File: config.mk
export PLATFORM = sky130hd
export DESIGN_NAME = mem_burst_reader
export DESIGN_NICKNAME = d
export VERILOG_FILES = /design/src/rtl/mem_pkg.sv /design/src/rtl/sync_fifo.sv /design/src/rtl/mem_burst_reader.sv
export SDC_FILE = /design/constraint.sdc
export NUM_CORES = 1
export LEC_CHECK = 0
export ABC_AREA = 0
export CAP_MARGIN = 20
export CORE_MARGIN = 3
export CORE_UTILIZATION = 30
export DETAILED_ROUTE_END_ITERATION = 10
export SLEW_MARGIN = 20
export SYNTH_ARGS = -nofsm -noshare
export SYNTH_HDL_FRONTEND = slang
export SYNTH_SLANG_ARGS = --single-unit
File: constraint.sdc
create_clock -name clk -period 3.3 [get_ports clk]
set_input_delay 0.66 -clock clk [delete_from_list [all_inputs] [get_ports clk]]
set_output_delay 0.66 -clock clk [all_outputs]
set_load 0.02 [all_outputs]
File: src/rtl/mem_pkg.sv
// Shared types for the memory burst reader.
//   access_size_e  : encoding of the memory access_size pins (1/4/8/16 words)
//   reader_state_e : burst reader FSM states
//   burst_len()    : words in a burst for a given access size
package mem_pkg;

    localparam int WORD_W = 32;

    typedef enum logic [1:0] {
        SZ_1  = 2'b00,
        SZ_4  = 2'b01,
        SZ_8  = 2'b10,
        SZ_16 = 2'b11
    } access_size_e;

    typedef enum logic [1:0] {
        IDLE,
        BURST,
        DRAIN,
        FLUSH
    } reader_state_e;

    function automatic logic [4:0] burst_len(input access_size_e sz);
        case (sz)
            SZ_1:    return 5'd1;
            SZ_4:    return 5'd4;
            SZ_8:    return 5'd8;
            default: return 5'd16;
        endcase
    endfunction

endpackage

File: src/rtl/sync_fifo.sv
// Single-clock FIFO used to hold returned burst words.
//   clk, rst_n : clock, asynchronous active-low reset (clears pointers/count)
//   push       : write wr_data (never issued when full; asserted below)
//   pop        : discard head; ignored when empty
//   rd_data    : head entry (meaningful only when !empty)
//   full/empty : occupancy flags
//   count      : number of stored entries, 0..DEPTH
module sync_fifo #(
    parameter int WIDTH = 33,
    parameter int DEPTH = 16
) (
    input  logic                     clk,
    input  logic                     rst_n,
    input  logic                     push,
    input  logic [WIDTH-1:0]         wr_data,
    input  logic                     pop,
    output logic [WIDTH-1:0]         rd_data,
    output logic                     full,
    output logic                     empty,
    output logic [$clog2(DEPTH):0]   count
);

    localparam int AW = $clog2(DEPTH);
    localparam logic [AW:0] FULL_CNT = (AW+1)'(DEPTH);

    logic [WIDTH-1:0] store [DEPTH];
    logic [AW-1:0]    wr_ptr;
    logic [AW-1:0]    rd_ptr;
    logic             do_pop;

    assign do_pop  = pop && !empty;
    assign full    = (count == FULL_CNT);
    assign empty   = (count == '0);
    assign rd_data = store[rd_ptr];

    // Pointers wrap naturally because DEPTH is a power of two.
    always_ff @(posedge clk or negedge rst_n) begin
        if (!rst_n) begin
            wr_ptr <= '0;
            rd_ptr <= '0;
            count  <= '0;
        end else begin
            if (push)   wr_ptr <= wr_ptr + AW'(1);
            if (do_pop) rd_ptr <= rd_ptr + AW'(1);
            case ({push, do_pop})
                2'b10:   count <= count + (AW+1)'(1);
                2'b01:   count <= count - (AW+1)'(1);
                default: ;
            endcase
        end
    end

    // NOTE: the storage array is deliberately left out of reset; only the
    // pointers and count define which entries are valid, and a resettable
    // array would cost a reset net per bit and block RAM inference.
    always_ff @(posedge clk) begin
        if (push) store[wr_ptr] <= wr_data;
    end

    a_no_overflow: assert property (@(posedge clk) disable iff (!rst_n) !(push && full));

endmodule

File: src/rtl/mem_burst_reader.sv
// Read-only initiator for the word-addressed burst memory.
// Accepts client read requests, drives the memory request pins, captures the
// returned 1/4/8/16-word burst into a FIFO and streams it back to the client.
//   clk, rst_n         : clock, asynchronous active-low reset
//   req_valid/ready    : request handshake; req_addr (byte address, [1:0]
//                        dropped), req_size (00=1, 01=4, 10=8, 11=16 words)
//   rsp_valid/ready    : response stream; rsp_data word, rsp_last marks the
//                        final word of a burst
//   mem_enable         : memory enable (combinational)
//   mem_rd_wr          : tied to read
//   mem_access_size    : registered burst size
//   mem_addr           : registered word-aligned address
//   mem_data_out       : registered read data from the memory
//   mem_busy           : memory burst in progress
//   proto_err          : sticky flag for memory handshake violations
module mem_burst_reader
    import mem_pkg::*;
#(
    parameter int FIFO_DEPTH = 16
) (
    input  logic              clk,
    input  logic              rst_n,
    input  logic              req_valid,
    output logic              req_ready,
    input  logic [31:0]       req_addr,
    input  logic [1:0]        req_size,
    output logic              rsp_valid,
    input  logic              rsp_ready,
    output logic [WORD_W-1:0] rsp_data,
    output logic              rsp_last,
    output logic              mem_enable,
    output logic              mem_rd_wr,
    output logic [1:0]        mem_access_size,
    output logic [31:0]       mem_addr,
    input  logic [WORD_W-1:0] mem_data_out,
    input  logic              mem_busy,
    output logic              proto_err
);

    localparam int CW = $clog2(FIFO_DEPTH) + 1;
    localparam logic [CW-1:0] FIFO_FULL = CW'(FIFO_DEPTH);

    reader_state_e     state;
    access_size_e      size_q;
    logic [4:0]        cnt;
    logic [4:0]        n_len;
    logic [4:0]        req_len;
    logic              cap_pend;
    logic              cap_last;
    logic [CW-1:0]     fifo_count;
    logic [CW-1:0]     free_slots;
    logic              fifo_full;
    logic              fifo_empty;
    logic [WORD_W:0]   fifo_head;

    assign n_len      = burst_len(size_q);
    assign req_len    = burst_len(access_size_e'(req_size));
    assign free_slots = FIFO_FULL - fifo_count;

    // Only one burst is ever in flight, so current occupancy alone decides
    // whether the whole next burst is guaranteed to fit.
    assign req_ready = (state == IDLE) && !mem_busy && !fifo_full &&
                       (free_slots >= CW'(req_len));

    // In FLUSH the enable tracks busy so stale words are clocked out without
    // ever presenting an idle-memory edge, which would start a new access.
    assign mem_enable      = (state == BURST) || (state == FLUSH && mem_busy);
    assign mem_rd_wr       = 1'b1;
    assign mem_access_size = size_q;

    // NOTE: every register in this block uses non-blocking assignment so all
    // next-state values are computed from the pre-edge state.
    always_ff @(posedge clk or negedge rst_n) begin
        if (!rst_n) begin
            state     <= IDLE;
            size_q    <= SZ_1;
            mem_addr  <= '0;
            cnt       <= '0;
            cap_pend  <= 1'b0;
            cap_last  <= 1'b0;
            proto_err <= 1'b0;
        end else begin
            cap_pend <= 1'b0;
            cap_last <= 1'b0;
            case (state)
                IDLE: begin
                    if (mem_busy) begin
                        state <= FLUSH;
                    end else if (req_valid && req_ready) begin
                        mem_addr <= req_addr & 32'hFFFF_FFFC;
                        size_q   <= access_size_e'(req_size);
                        cnt      <= '0;
                        state    <= BURST;
                    end
                end
                BURST: begin
                    // Word cnt becomes visible after this edge; capture it
                    // on the following edge.
                    cap_pend <= 1'b1;
                    cap_last <= (cnt == n_len - 5'd1);
                    cnt      <= cnt + 5'd1;
                    if (cnt != 5'd0 && !mem_busy) proto_err <= 1'b1;
                    if (cnt == n_len - 5'd1) state <= DRAIN;
                end
                DRAIN: begin
                    if (mem_busy) proto_err <= 1'b1;
                    state <= IDLE;
                end
                FLUSH: begin
                    if (!mem_busy) state <= IDLE;
                end
                default: state <= IDLE;
            endcase
        end
    end

    sync_fifo #(
        .WIDTH (WORD_W + 1),
        .DEPTH (FIFO_DEPTH)
    ) u_fifo (
        .clk     (clk),
        .rst_n   (rst_n),
        .push    (cap_pend),
        .wr_data ({cap_last, mem_data_out}),
        .pop     (rsp_ready),
        .rd_data (fifo_head),
        .full    (fifo_full),
        .empty   (fifo_empty),
        .count   (fifo_count)
    );

    // Head fields are masked while empty so the stream reads as zero then.
    assign rsp_valid = !fifo_empty;
    assign rsp_data  = fifo_empty ? '0 : fifo_head[WORD_W-1:0];
    assign rsp_last  = !fifo_empty && fifo_head[WORD_W];

endmodule

==> results of run 1 <==
==> per-layer routing <==
metal | vias up | part of all wire | global-route usage
li1 | 5327 | - | -
met1 | 6304 | 0.42 | 0.178
met2 | 366 | 0.48 | 0.223
met3 | 87 | 0.071 | 0.0360
met4 | 10 | 0.023 | 0.0354
met5 | - | 0.0013 | 0
==> through the flow <==
step / std cells / worst slack [ns] / util
3_5_place_dp: 2374 / -0.264 / 0.347
2_1_floorplan: 1194 / 0.293 / -
4_1_cts: 2519 / -0.149 / 0.382
6_report: 2523 / -0.105 / 0.385
5_1_grt: 2521 / -0.208 / 0.385
3_3_place_gp: 2374 / -0.285 / 0.347
==> worst reg2reg max path, delay by kind of cell, from the launching register on <==
kind	cells	cell delay, ns
muxes	1	0.25
buffers and inverters	3	0.32
xor gates and xnor gates	1	0.14
AOI/OAI and AO/OA	2	0.36
and+or+nand+nor	2	0.44
adders and majority gates	4	1.00
DFF	1	0.36
==> flip-flops by register name, summed over array words and instances (netlist names) <==
register,cells
u_fifo.store,528
mem_addr,30
cnt,5
u_fifo.count,5
u_fifo.rd_ptr,4
u_fifo.wr_ptr,4
mem_access_size,2
state,2
cap_last,1
cap_pend,1
proto_err,1
==> layout make-up <==
type | instances | area (µm²) | area share
Antenna cell | 2 | 5.00 | 0.000171
Clock buffer | 74 | 1610 | 0.0549
Clock inverter | 40 | 328 | 0.0112
Inverter | 13 | 51.3 | 0.00175
Multi-Input combinational cell | 528 | 5930 | 0.203
Sequential cell | 583 | 17200 | 0.589
Tap cell | 1030 | 1290 | 0.0440
Timing Repair Buffer | 253 | 2820 | 0.0963
==> repair_timing <==
| action | 4_1_cts | 5_1_grt |
|---|---|---|
| gates cloned | 6 | 0 |
| resized for setup | 258 | 39 |
| setup endpoints to repair | 35 | 34 |
| hold endpoints to repair | 0 | 0 |
| buffers inserted | 27 | 4 |
| pin swaps | 18 | 19 |
==> power breakdown <==
group	switching, mW	internal, mW
clock	2.85	3.71
combinational	5.88	5.56
sequential	0.529	9.27
==> cells in the final DEF, fill, tap and decap left out, drive strengths merged, types with 9 or more instances in the layout <==
master	count
edfxtp	528
buf	150
clkdlybuf4s50	101
mux4	90
mux2	76
clkbuf	74
dfrtp	55
nand2	47
mux2i	43
nor2	40
clkinv	34
o211ai	27
a21oi	20
nand2b	18
ha	18
nor2b	16
a22oi	16
inv	14
o22ai	12
o21ai	11
xnor2	9
==> path summary, 6_finish.rpt <==
path                                    to  cells past startpoint
hold reg to reg               mem_addr[12]                      1
setup / recovery              rsp_data[25]                     10
setup reg to reg           u_fifo.count[4]                     13
min in group clk              mem_addr[12]                      1
max in group asynchronous      mem_addr[6]                      2
hold / removal                    state[1]                      1
==> kinds of logic after synthesis <==
group           after synthesis
simple gates                144
mux                         209
flops                       583
compound gates              140
fa+ha+maj                    19
other cells                   2
xor+xnor                     13
buf+inv                      83
==> flow_summary.ini, run 1 <==
[run_status]
outcome = finished with violations
violations = setup timing

[placement]
io_buffers = 137
dp_hpwl_um = 30400
placed_area_um2 = 26400
place.gp.congestion = 0.735

[floorplan]
die_x_um = 283
dieHeight_um = 283
pin_count = 143
num_rows = 101
coreArea_um2 = 76100
start_util = 0.303
die_area_um2 = 80200

[critical_path]
crit_family = simple AND/OR/NAND/NOR gates
cp_slowest_stage_delay_ns = 0.46
cp_common_cell = ha_4
slowest_stage = or3_4
ff2ff_setup_slack_ns = 0.36
start_kind = register
worstPathCellList = inv_2 -> ha_4 -> nor3b_4 -> ha_4 -> or3_4 -> buf_8 -> nor2_4 -> a21oi_1 -> o211ai_1 -> buf_4
rr_startpoint = u_fifo.count[0]
critical_path_buf_inv_count = 3
endpoint_kind = output pin
crit_type = register to output pin
cp.required_ns = 2.64
critPathLaunch = u_fifo.count[0]
timing.critical_path.arrival_ns = 2.75
crit_fanout = 5

[timing]
setup_tns_ns = -0.848
timing.hold.ws_ns = 0.0934
maxSlewHeadroom = 0.510
skew_ns = 0.0280
finalCritPeriodShare = 1.03
period_needed_ns = 3.41
drv_slew = 0
hold_viol = 0
setup_violations = 18
timing.fmax_ghz = 0.294
fin_ws_ns = -0.105
rsz0062_at_grt = yes
worstMarginPinSlew_ns = 0.736

[pwr]
irDropWorstVdd_mv = 0.551
power_mw = 27.8
leakagePower_nw = 9.79
power.density_nw_per_um2 = 950

[detailed_routing]
via_count = 12100
dr.pass1.iters = 5
drc_errors = 0
drt.antenna.violating_nets = 0
wl_per_cell_um = 21.8
drt-initial-drc-count = 872
drt_wl_total_um = 54900
vias_per_cell = 4.79

[yosys]
synth_xor_area_frac = 0.00494
syn_inst = 1193
synthSimpleGateAreaFrac = 0.0298
synth_top_family_by_area = multiplexers
ys_seq_area_frac = 0.748
synth_warnings = 0
muxShareOfSynthArea = 0.144
ys.flop_type = edfxtp_1
yosysMostFrequentCell = edfxtp_1
yosysUniqueCellTypes = 50
synth_fa_ha_area_frac = 0.0106
syn-cell-area_um2 = 23100
synth-compound-area-share = 0.0449
yosys.area.top_type = edfxtp_1
synth_edf_count = 528
synthArstFlopShare = 0.0943
synth_seq_cells = 583
netlist_top_cells_count = 528 x edfxtp_1, 90 x mux4_2, 76 x mux2_2
synth.area.top_cells = edfxtp_1 69%, mux4_2 8.8%, dfrtp_1 6.0%, mux2_2 3.7%, mux2i_1 1.9%
synth_top_area_share = 0.688
synth_area_per_cell_um2 = 19.3

[final_layout]
drive_gt1_frac = 0.330
area_delta_synth_final_pct = 27.0
design_area_um2 = 29300
fin_nets = 1530
fillers = 6943

[global_routing]
grt_util_all_layers = 0.136
gr-total-overflow = 0
grt_max_degree = 46
grt_pass1_vias = 12700
grt_pass1_wl_um = 82500
antenna_found_initial = 6

[hold_path]
hp-class = input port to async pin

[cts]
insertion_delay_ns = 0.63
cts_tree = built
cts.sinks = 583
hold_buffers = 0
clk_path_buf_depth = 3
numCtsBuffers = 61
htreeDepth = 2
clk_pin_slew_ns = 0.06
ctsRootBufferMaster = clkbuf_16

[job]
drv_cap = 0
No activity file was read; power rests on OpenSTA's default activity.
==> run 2: changes to the inputs <==
--- a/config.mk
+++ b/config.mk
@@ -8,9 +8,9 @@
 export ABC_AREA = 0
 export CAP_MARGIN = 20
 export CORE_MARGIN = 3
-export CORE_UTILIZATION = 30
+export CORE_UTILIZATION = 35
 export DETAILED_ROUTE_END_ITERATION = 10
-export SLEW_MARGIN = 20
+export SLEW_MARGIN = 25
 export SYNTH_ARGS = -nofsm -noshare
 export SYNTH_HDL_FRONTEND = slang
 export SYNTH_SLANG_ARGS = --single-unit
==> flow_summary.ini, run 2 (synthesized netlist as in run 1, its figures left out) <==
[timing]
finalCritPeriodShare = 1.04
rsz0062_at_grt = yes
skew_ns = 0.0383
drv_slew = 0
fin_ws_ns = -0.120
worstMarginPinSlew_ns = 0.762
period_needed_ns = 3.42
timing.fmax_ghz = 0.292
setup_violations = 20
hold_viol = 0
maxSlewHeadroom = 0.491

[final_layout]
area_delta_synth_final_pct = 26.9
design_area_um2 = 29300
largest-register = u_fifo.store
largest_reg_flops = 528
fin_cells = 2351
fillers = 5481
multiInputGateArea_um2 = 5950
final_common_cell = edfxtp_1
drive_gt1_frac = 0.334
top_regs = u_fifo.store: 528 flops, mem_addr: 30 flops
fin_nets = 1532
final_cell_mix = 528 x edfxtp_1, 102 x clkdlybuf4s50_1, 90 x mux4_2
seq_area_um2 = 17200

[global_routing]
grt_pass1_vias = 12400
grt_pass1_wl_um = 78800
grt_max_degree = 56
antenna_found_initial = 6
gr-total-overflow = 0
grt_util_all_layers = 0.150

[cts]
hold_buffers = 0
numCtsBuffers = 61
ctsRootBufferMaster = clkbuf_16
clk_pin_slew_ns = 0.06
htreeDepth = 2
insertion_delay_ns = 0.65
cts.sinks = 583
cts_tree = built
clk_path_buf_depth = 3

[floorplan]
num_rows = 93
die_area_um2 = 69000
start_util = 0.356
pin_count = 143
die_x_um = 263
dieHeight_um = 263
coreArea_um2 = 64800

[detailed_routing]
via_count = 12000
wl_per_cell_um = 22.5
drt-initial-drc-count = 854
vias_per_cell = 5.09
drc_errors = 0
drt_wl_total_um = 52900
dr.pass1.iters = 5
drt.antenna.violating_nets = 0

[pwr]
power.density_nw_per_um2 = 963
seq_power_share = 0.347
power.switching_mw = 9.17
irDropWorstVdd_mv = 0.698
clkPwrFrac = 0.253
power_frac_comb = 0.399
leakagePower_nw = 9.84
p_int_mw = 19.0
sw_frac_of_total = 0.325

[critical_path]
worstPathCellList = inv_2 -> ha_4 -> nor3b_4 -> ha_4 -> or3_4 -> buf_12 -> nor2_4 -> a21oi_2 -> o211ai_1 -> buf_4 -> buf_6
crit_family = simple AND/OR/NAND/NOR gates
crit_type = register to output pin
endpoint_kind = output pin
cp_common_cell = ha_4
critical_path_buf_inv_count = 4
cp_slowest_stage_delay_ns = 0.46
timing.critical_path.arrival_ns = 2.76
crit_fanout = 8
start_kind = register
slowest_stage = or3_4
cp.required_ns = 2.64

[placement]
dp_hpwl_um = 29400
placed_area_um2 = 26200
placed_cells = 2198
place.gp.congestion = 0.724
io_buffers = 137

[run_status]
violations = setup timing
outcome = finished with violations

[hold_path]
hp-class = input port to async pin

[job]
drv_cap = 0
==> run 2: cell count changes in the layout (fill, tap and decap cells not counted), sizes merged <==
| cell | delta |
|---|---|
| clkbuf | +9 |
| diode | +1 |
| clkinv | -15 |
| buf | -2 |
| clkdlybuf4s50 | +1 |
| bufinv | +7 |
| clkinvlp | +3 |
| dlygate4sd2 | -1 |
==> run 2: power groups by stage <==
stage | Combinational, mW | Clock, mW | Sequential [mW]
final | 11.3 | 7.14 | 9.79
after global routing | 12.0 | 7.63 | 9.91
after CTS | 10.5 | 7.32 | 9.79
after detailed placement | 9.95 | 0 | 9.98
after global placement | 9.86 | 0 | 9.92
after floorplan | 5.62 | 0 | 9.97
==> run 2: path summary, 6_finish.rpt <==
path | startpoint | end | slack (ns) | cells past startpoint
max | u_fifo.count[0] | rsp_data[6] | -0.12 | 11
min | rst_n | u_fifo.rd_ptr[3] | 0.04 | 1
max reg2reg | u_fifo.count[0] | mem_addr[17] | 0.36 | 13
min reg2reg | u_fifo.count[4] | u_fifo.count[4] | 0.51 | 1
max in group asynchronous | rst_n | mem_addr[18] | 2.38 | 2
min in group clk | u_fifo.count[4] | u_fifo.count[4] | 0.51 | 1
==> run 2: worst register-to-register path: stages (launching register included) <==
cell,delay (ns)
dfrtp_1,0.39
buf_4,0.13
buf_4,0.15
nor3_4,0.22
xnor2_2,0.10
ha_1,0.29
o211ai_1,0.10
o21ai_2,0.19
buf_4,0.13
buf_4,0.09
buf_4,0.10
and3_1,0.32
buf_12,0.24
mux2_2,0.38
==> run 2: metal layers <==
layer / GRT usage / vias up / share of wire
li1: - / 5323 / -
met1: 0.206 / 6271 / 0.44
met2: 0.243 / 288 / 0.48
met3: 0.0360 / 68 / 0.057
met4: 0.0337 / 6 / 0.018
met5: 0 / - / 0.00074
==> run 2: final cells by class <==
class                   instances  area share
well taps                     855      0.0366
multi-input cells             528       0.203
diodes                          3    0.000257
repair buffers                255      0.0963
clock inverters                35      0.0172
flip-flops and latches        583       0.589
inverters                      13     0.00167
clock buffers                  79      0.0552
==> run 2: stage by stage <==
step | setup TNS, ns | hold WS (ns) | total power, mW | setup WS [ns] | util
after global routing | -3.77 | 0.0446 | 29.6 | -0.231 | 0.451
after detailed placement | -1.88 | 0.494 | 19.9 | -0.147 | 0.405
after floorplan | 0 | 0.364 | 15.6 | 0.293 | -
after CTS | -2.02 | 0.0138 | 27.6 | -0.158 | 0.443
after global placement | -1.99 | 0.483 | 19.8 | -0.149 | 0.405
final | -1.11 | 0.0421 | 28.2 | -0.120 | 0.451
==> run 2: repair_timing <==
action                                  4_1_cts  5_1_grt
gates resized for setup                     208       93
pin swaps                                    18       33
gates cloned                                  4        4
endpoints found under the setup margin       35       31
buffers inserted                             17       21
==> run 3: changes to the inputs <==
--- a/config.mk
+++ b/config.mk
@@ -6,10 +6,11 @@
 export NUM_CORES = 1
 export LEC_CHECK = 0
 export ABC_AREA = 0
-export CAP_MARGIN = 20
 export CORE_MARGIN = 3
 export CORE_UTILIZATION = 35
 export DETAILED_ROUTE_END_ITERATION = 10
+export PLACE_DENSITY = 0.51
+export REMOVE_ABC_BUFFERS = 1
 export SLEW_MARGIN = 25
 export SYNTH_ARGS = -nofsm -noshare
 export SYNTH_HDL_FRONTEND = slang
==> flow_summary.ini, run 3 (synthesized netlist as in run 1, its figures left out) <==
[run_status]
outcome = finished with violations
violations = setup timing

[timing]
skew_ns = 0.0178
timing.fmax_ghz = 0.289
finalCritPeriodShare = 1.05
period_needed_ns = 3.46
drv_slew = 0
worstMarginPinSlew_ns = 0.751
fin_ws_ns = -0.163
hold_viol = 0
setup_violations = 26
rsz0062_at_grt = yes
maxSlewHeadroom = 0.498

[final_layout]
top_regs = u_fifo.store: 528 flops, mem_addr: 30 flops
multiInputGateArea_um2 = 5920
fin_cells = 2358
design_area_um2 = 29100
largest_reg_flops = 528
final_cell_mix = 528 x edfxtp_1, 102 x clkdlybuf4s50_1, 90 x mux4_2
drive_gt1_frac = 0.329
fin_nets = 1540
area_delta_synth_final_pct = 26.4
largest-register = u_fifo.store
fillers = 5540
final_common_cell = edfxtp_1
seq_area_um2 = 17200

[cts]
htreeDepth = 3
cts.sinks = 583
clk_path_buf_depth = 3
numCtsBuffers = 66
insertion_delay_ns = 0.59
ctsRootBufferMaster = clkbuf_16
clk_pin_slew_ns = 0.06
cts_tree = built
hold_buffers = 0

[pwr]
irDropWorstVdd_mv = 0.510
power.density_nw_per_um2 = 965
leakagePower_nw = 9.83

[critical_path]
reg2regPathDepth = 11
cp.required_ns = 2.64
crit_fanout = 6
crit_type = register to output pin
start_kind = register
endpoint_kind = output pin
timing.critical_path.arrival_ns = 2.80

[placement]
dp_hpwl_um = 31100
io_buffers = 137
place.gp.congestion = 0.712
placed_cells = 2208
placed_area_um2 = 26300

[detailed_routing]
dr.pass1.iters = 4
drt_wl_total_um = 55700
drt-initial-drc-count = 796
drc_errors = 0
wl_per_cell_um = 23.6
vias_per_cell = 5.09
drt.antenna.violating_nets = 0
via_count = 12000

[global_routing]
antenna_found_initial = 3
grt_max_degree = 36
grt_pass1_wl_um = 83200
grt_util_all_layers = 0.160
grt_pass1_vias = 12800
gr-total-overflow = 0

[floorplan]
pin_count = 143
die_area_um2 = 69000
start_util = 0.356
die_x_um = 263
coreArea_um2 = 64800
dieHeight_um = 263
num_rows = 93

[hold_path]
hp-class = input port to async pin

[job]
drv_cap = 0
==> run 3: worst paths after layout <==
check / start / to / slack (ns)
min in group clk: mem_addr[17] / mem_addr[17] / 0.50
min: rst_n / mem_addr[10] / 0.13
max in group asynchronous: rst_n / u_fifo.rd_ptr[2] / 2.30
max reg2reg: u_fifo.count[0] / u_fifo.count[4] / 0.65
min reg2reg: mem_addr[17] / mem_addr[17] / 0.50
max: u_fifo.count[0] / rsp_data[29] / -0.16
==> run 3: cell type report <==
class,count,area share
clock inverters,36,0.0112
diodes,3,0.000258
multi-input cells,528,0.203
flip-flops and latches,583,0.592
repair buffers,258,0.0959
clock buffers,82,0.0595
inverters,13,0.00167
well taps,855,0.0367
==> run 3: through the flow <==
step                      power (mW)  worst slack, ns  hold WS [ns]  utilization  TNS (ns)
final                           28.1           -0.163         0.127        0.450     -1.81
after global routing            29.5           -0.260         0.174        0.449     -4.62
after CTS                       28.0           -0.242         0.125        0.445     -2.38
after detailed placement        20.1           -0.246         0.481        0.405     -3.03
after global placement          20.0           -0.250         0.485        0.405     -2.89
after floorplan                 15.0            -4.80         0.364            -   -168.84
==> run 3: critical path: stages, from the launching register on <==
cell and delay [ns]:
dfrtp_1 0.36, inv_2 0.06, ha_4 0.15, nor3b_4 0.15, ha_4 0.19, or3_4 0.45
buf_12 0.18, nor2_4 0.07, a21oi_2 0.04, o211ai_1 0.34, buf_4 0.22
==> run 3: timing repair <==
item	CTS	global route
endpoints found under the setup margin	35	27
gates resized for setup	226	63
setup buffers	24	8
pin swaps	30	29
gates cloned	3	1
==> run 3: where the power goes <==
part	leakage [nW]	internal (mW)	switching (mW)	total, mW
logic	3.39	5.42	5.90	11.3
registers	5.44	9.27	0.495	9.77
clock network	1.01	4.19	2.83	7.03
==> run 3: layer usage <==
metal / wire, µm / up-vias / GRT usage / share of wire
met2: 27400 / 220 / 0.262 / 0.49
met4: 969 / 2 / 0.0453 / 0.017
met1: 25200 / 6379 / 0.219 / 0.45
met3: 2140 / 71 / 0.0312 / 0.038
li1: - / 5335 / - / -
met5: 13 / - / 0 / 0.00023
